==> src/rtl/sat_accum_pkg.sv <==
// Shared types and saturation limits for the saturating frame accumulator.
package sat_accum_pkg;

  typedef enum logic [1:0] {
    IDLE  = 2'd0,
    ACCUM = 2'd1,
    OUT   = 2'd2
  } state_t;

  // Largest positive two's complement value representable in `width` bits.
  function automatic int sat_max(input int width);
    return (1 << (width - 1)) - 1;
  endfunction

  // Most negative two's complement value representable in `width` bits.
  function automatic int sat_min(input int width);
    return -(1 << (width - 1));
  endfunction

endpackage

==> src/rtl/signed_sat_add.sv <==
// Combinational signed saturating adder: clamps to MAX/MIN on two's complement overflow.
module signed_sat_add
  import sat_accum_pkg::*;
#(
  parameter int WIDTH = 4
) (
  input  logic [WIDTH-1:0] a,
  input  logic [WIDTH-1:0] b,
  output logic [WIDTH-1:0] sum,
  output logic             ovf
);

  localparam logic [WIDTH-1:0] MAX_V = WIDTH'(sat_max(WIDTH));
  localparam logic [WIDTH-1:0] MIN_V = WIDTH'(sat_min(WIDTH));

  logic [WIDTH-1:0] raw;

  assign raw = a + b;
  // Overflow only when both operands share a sign and the wrapped result flips it.
  assign ovf = (a[WIDTH-1] == b[WIDTH-1]) && (raw[WIDTH-1] != a[WIDTH-1]);
  assign sum = ovf ? (a[WIDTH-1] ? MIN_V : MAX_V) : raw;

endmodule

==> src/rtl/sat_accum_sequencer.sv <==
// Frame sequencer: accumulates N signed samples with per-add saturation and emits one sum per frame.
// Optional per-frame saturation counter on port sat_cnt when SAT_ACCUM_SAT_CNT_EN is defined.
module sat_accum_sequencer
  import sat_accum_pkg::*;
#(
  parameter  int WIDTH = 4,
  parameter  int N     = 4,
  localparam int CNT_W = $clog2(N + 1)
) (
  input  logic             clk,
  input  logic             rst_n,
  input  logic             in_valid,
  output logic             in_ready,
  input  logic [WIDTH-1:0] in_data,
  output logic             out_valid,
  input  logic             out_ready,
  output logic [WIDTH-1:0] out_data,
  output logic             out_sat
`ifdef SAT_ACCUM_SAT_CNT_EN
  ,
  output logic [CNT_W-1:0] sat_cnt
`endif
);

  state_t           state, state_d;
  logic [WIDTH-1:0] acc, acc_d;
  logic [CNT_W-1:0] cnt, cnt_d;
  logic             sat, sat_d;
  logic             beat;
  logic [WIDTH-1:0] add_a, add_sum;
  logic             add_ovf;
`ifdef SAT_ACCUM_SAT_CNT_EN
  logic [CNT_W-1:0] sat_cnt_q, sat_cnt_d;
`endif

  assign in_ready  = (state != OUT);
  assign out_valid = (state == OUT);
  assign out_data  = acc;
  assign out_sat   = sat;
  assign beat      = in_valid && in_ready;

  // The first beat of a frame adds to zero so a stale acc never leaks into a new frame.
  assign add_a = (state == IDLE) ? '0 : acc;

  signed_sat_add #(.WIDTH(WIDTH)) u_add (
    .a   (add_a),
    .b   (in_data),
    .sum (add_sum),
    .ovf (add_ovf)
  );

  // NOTE: every next-state variable gets a default before the case so no path leaves it unassigned (no latches).
  always_comb begin
    state_d = state;
    acc_d   = acc;
    cnt_d   = cnt;
    sat_d   = sat;
`ifdef SAT_ACCUM_SAT_CNT_EN
    sat_cnt_d = sat_cnt_q;
`endif
    case (state)
      IDLE: begin
        if (beat) begin
          acc_d   = add_sum;
          cnt_d   = CNT_W'(1);
          sat_d   = 1'b0;
`ifdef SAT_ACCUM_SAT_CNT_EN
          sat_cnt_d = CNT_W'(add_ovf);
`endif
          state_d = (N == 1) ? OUT : ACCUM;
        end
      end
      ACCUM: begin
        if (beat) begin
          acc_d = add_sum;
          cnt_d = cnt + 1'b1;
          sat_d = sat | add_ovf;
`ifdef SAT_ACCUM_SAT_CNT_EN
          if (add_ovf && (sat_cnt_q != '1)) sat_cnt_d = sat_cnt_q + 1'b1;
`endif
          if (cnt == CNT_W'(N - 1)) state_d = OUT;
        end
      end
      OUT: begin
        if (out_ready) state_d = IDLE;
      end
      default: state_d = IDLE;
    endcase
  end

  // NOTE: registers update with non-blocking assignments so all of them see pre-edge values.
  always_ff @(posedge clk) begin
    if (!rst_n) begin
      state <= IDLE;
      acc   <= '0;
      cnt   <= '0;
      sat   <= 1'b0;
`ifdef SAT_ACCUM_SAT_CNT_EN
      sat_cnt_q <= '0;
`endif
    end else begin
      state <= state_d;
      acc   <= acc_d;
      cnt   <= cnt_d;
      sat   <= sat_d;
`ifdef SAT_ACCUM_SAT_CNT_EN
      sat_cnt_q <= sat_cnt_d;
`endif
    end
  end

`ifdef SAT_ACCUM_SAT_CNT_EN
  assign sat_cnt = sat_cnt_q;
`endif

endmodule

==> config.mk <==
export PLATFORM = sky130hd
export DESIGN_NAME = sat_accum_sequencer
export DESIGN_NICKNAME = d
export VERILOG_FILES = /design/src/rtl/sat_accum_pkg.sv /design/src/rtl/signed_sat_add.sv /design/src/rtl/sat_accum_sequencer.sv
export SDC_FILE = /design/constraint.sdc
export NUM_CORES = 1
export LEC_CHECK = 0
export ABC_AREA = 0
export ABC_CLOCK_PERIOD_IN_PS = 2800
export BUFFER_PORTS_ARGS = -buffer_cell sky130_fd_sc_hd__buf_2
export CORE_MARGIN = 2
export CORE_UTILIZATION = 40
export DETAILED_ROUTE_END_ITERATION = 8
export PLACE_DENSITY_LB_ADDON = 0.05
export SLEW_MARGIN = 15
export SYNTH_ARGS = -nofsm -noshare
export SYNTH_HDL_FRONTEND = slang
export SYNTH_HIERARCHICAL = 1
export SYNTH_SLANG_ARGS = --single-unit
==> constraint.sdc <==
create_clock -name clk -period 2.8 [get_ports clk]
set_clock_uncertainty 0.2 [all_clocks]
set_input_delay 0.42 -clock clk [delete_from_list [all_inputs] [get_ports clk]]
set_output_delay 0.42 -clock clk [all_outputs]
set_load 0.02 [all_outputs]
==> key figures <==
Drt
  • Detail Route Antenna Nets: 0
  • Total wire length: 1.31 mm
  • Detailed router's first-iteration violation count: 10
  • Length of the first detailed-routing pass in iterations: 4
  • Detailed-route wire length per cell: 10.6 um
  • DRC violation count after routing: 0
  • Vias per inst: 4.79
  • Detailed-route via count: 594

Synth
  • Number of distinct standard cells referenced by the synthesized netlist: 31
  • Portion of netlist area occupied by mux cells: 0
  • Largest area contributor in the synthesized netlist: sky130_fd_sc_hd__dfxtp_1
  • Adder and majority gate portion of the synthesized area: 0.130
  • Area of the mapped netlist: 713 um2
  • Cell types with the highest counts after synthesis: sky130_fd_sc_hd__nand2_1 (12), sky130_fd_sc_hd__dfxtp_1 (10), sky130_fd_sc_hd__inv_1 (7), sky130_fd_sc_hd__nor2_1 (6), sky130_fd_sc_hd__nor2b_1 (6)
  • Count of state elements after synthesis: 10
  • Fraction of synthesized cell area taken by the top area cell type: 0.281
  • Most instantiated library cell after synthesis: sky130_fd_sc_hd__nand2_1
  • Gate count of the mapped netlist: 83
  • Sequential-to-total area share from yosys stat: 0.281
  • Xor/xnor share of the synthesized area: 0.0123
  • Async SR Flop Fraction: 0
  • Per-instance average area after synthesis: 8.59 um2
  • Post-synth EDFFs: 0
  • Ranking of synthesized cells by area: sky130_fd_sc_hd__dfxtp_1 (28%), sky130_fd_sc_hd__ha_1 (8.8%), sky130_fd_sc_hd__nand2_1 (6.3%)
  • Largest family of logic cells by synthesized area: simple AND/OR/NAND/NOR gates
  • Yosys Warn Count: 6
  • Main synth FF type: sky130_fd_sc_hd__dfxtp_1
  • Fraction of the mapped netlist area in compound gates: 0.196
  • Post-Syn Nets: 97
  • Post-synthesis simple-gate area fraction: 0.302

Pwr
  • Static leakage power: 0.367 nW
  • Clk pwr share: 0.377
  • Peak supply drop: 0.000219 V
  • Register share of total power: 0.436
  • Internal power contribution: 0.257 mW
  • Switching share of power: 0.268
  • Switching Power: 0.0943 mW
  • Pwr per Cell Area: 424 nW/um2
  • Combinational cell fraction of total power: 0.187

Clocking
  • H-tree depth: 1
  • CTS Hold Buffers Added: 0
  • Number of buffers added for setup after CTS: 0
  • Clock sinks: 10
  • Clock edge transition at the registers on the reported setup and hold paths: 70 ps
  • Cts repair resizes: 0
  • Total clock buffers created by CTS: 3
  • Deepest clock path buffer count: 2
  • Clock tree from TritonCTS: yes
  • Cell chosen for the clock root: sky130_fd_sc_hd__clkbuf_4
  • Clock latency on the worst-skew pair: 280 ps

Finish
  • Final nets: 114
  • Cell area after layout: 828 um2
  • Antenna Diode Count: 0
  • Layout cells sized above 1: 0.263
  • Area added between synthesis and finish: 16.1%

Placement
  • Cell area reported after detailed placement: 792 um2
  • Routability Congestion: 0.698
  • Count of buffers inserted at the top-level ports: 14
  • Detailed placement HPWL: 1.03 mm

STA
  • RSZ-0062 raised after global routing: false
  • Time the worst path needs with I/O delays and setup: 2300 ps
  • Fin crit share: 0.823
  • Setup TNS after final layout: 0 ps
  • Slew Limit Fails: 0
  • Highest Clock Rate: 434 MHz
  • Transition time of the tightest slew-check pin: 458 ps
  • Slew margin rel.: 0.693
  • Final setup viols: 0
  • Number of hold violations in the final report: 0

Global route
  • Global-route wire length before repair: 2.16 mm
  • Total grt overflow: 0
  • Aggregate global-route resource usage: 0.146
  • Number of antenna violations at the first check in global routing: 0
  • Largest net degree at the start of global routing: 11
  • Vias in the first global route: 520

Worst setup path
  • Critical path buffer and inverter count: 1
  • Most frequent cell on the critical path: sky130_fd_sc_hd__nor2_1
  • Type of the worst setup path: register to register
  • Worst setup EP type: register
  • Largest stage delay, worst path: 420 ps
  • Crit-path max FO: 6
  • Arrival time at the worst endpoint: 2280 ps
  • Worst setup SP type: register
  • Slowest-stage cell, CP: sky130_fd_sc_hd__dfxtp_1
  • CP top delay family: simple AND/OR/NAND/NOR gates
  • Cells along the critical path: nor2_1, nor2b_1, ha_1, inv_1, fa_1, or3b_1, o221ai_1, nor2_1, nand2_1, a21boi_1
  • Required time at the endpoint of the critical path: 2770 ps

Die
  • Standard cell core area: 1710 um2
  • Area enclosed by the die boundary: 2140 um2
  • Die Wd: 46.2 um
  • Initial cell density of the core: 0.418
  • Count of boundary I/O pins: 15
  • Die Height: 46.2 um
  • Number of rows in the core area: 15

Run
  • Max-capacitance violation count: 0

Outcome
  • Run status: complete, no violations

Worst hold path
  • Path class of the lowest-slack min-delay path: register to register
[worst reg2reg max path: stages (launching register included)]
cell and delay, ps:
sky130_fd_sc_hd__dfxtp_1 420, sky130_fd_sc_hd__nor2_1 130, sky130_fd_sc_hd__nor2b_1 130, sky130_fd_sc_hd__ha_1 170
sky130_fd_sc_hd__inv_1 50, sky130_fd_sc_hd__fa_1 410, sky130_fd_sc_hd__or3b_1 360, sky130_fd_sc_hd__o221ai_1 170
sky130_fd_sc_hd__nor2_1 60, sky130_fd_sc_hd__nand2_1 70, sky130_fd_sc_hd__a21boi_1 50
[cell families (layout without fill, tap and decap cells)]
family / after synthesis / after routing
AND/OR/NAND/NOR: 36 / 36
AO/OA/AOI/OAI: 19 / 19
flip-flops: 10 / 10
buffers and inverters: 10 / 26
adder cells (fa/ha/maj): 7 / 7
XOR/XNOR: 1 / 1
[sequential cells by signal, indices dropped and copies added, names as in the netlist]
| signal | flops |
|---|---|
| state | 2 |
| cnt | 3 |
| out_data | 4 |
| out_sat | 1 |
[per-stage QoR]
stage          total power, mW   util  worst slack, ps  std cells  hold WS, ps
6_report                 0.351  0.485              496        124          266
3_3_place_gp             0.223  0.464              474        120          246
4_1_cts                  0.358  0.485              478        124          263
2_1_floorplan            0.207      -              601         83          240
3_5_place_dp             0.223  0.464              471        120          257
5_1_grt                  0.374  0.485              298        124          264
[path summary, 6_finish.rpt]
path	startpoint	endpoint	slack (ps)	depth (start not counted)
worst max-delay path	state[1]	out_data[2]	500	10
worst min register to register	out_data[0]	out_data[0]	270	2
worst max register to register	state[1]	out_data[2]	500	10
worst min-delay path	out_data[0]	out_data[0]	270	2
[cells in the final DEF (no fill, tap or decap), drive strengths merged, types with 3 or more instances in the layout]
| master | instances |
|---|---|
| a211oi | 3 |
| a21boi | 6 |
| buf | 15 |
| clkbuf | 4 |
| dfxtp | 10 |
| ha | 5 |
| inv | 7 |
| nand2 | 12 |
| nor2 | 6 |
| nor2b | 7 |
| o21ai | 4 |
[final cells by class]
type / instances / area [um2]
repair buffers: 15 / 77.6
fillers: 164 / 880
well taps: 25 / 31.3
flip-flops and latches: 10 / 200
multi-input cells: 63 / 457
inverters: 7 / 26.3
clock buffers: 4 / 36.3
[metal layers]
metal	share of wire	routed length, um	GRT usage	up-vias
met3	0.056	73	0.0588	5
met4	0.026	34	0.0857	0
met2	0.46	599	0.219	13
li1	-	-	-	313
met1	0.46	603	0.174	263
met5	0	0	0	-
[power groups by stage]
stage	Clock, mW	Sequential (mW)	Combinational (mW)
6_report	0.133	0.153	0.0657
5_1_grt	0.146	0.154	0.0741
4_1_cts	0.138	0.153	0.0668
3_5_place_dp	0	0.156	0.0665
3_3_place_gp	0	0.156	0.0665
2_1_floorplan	0	0.161	0.0461
Power figures use the tool's default switching activity.
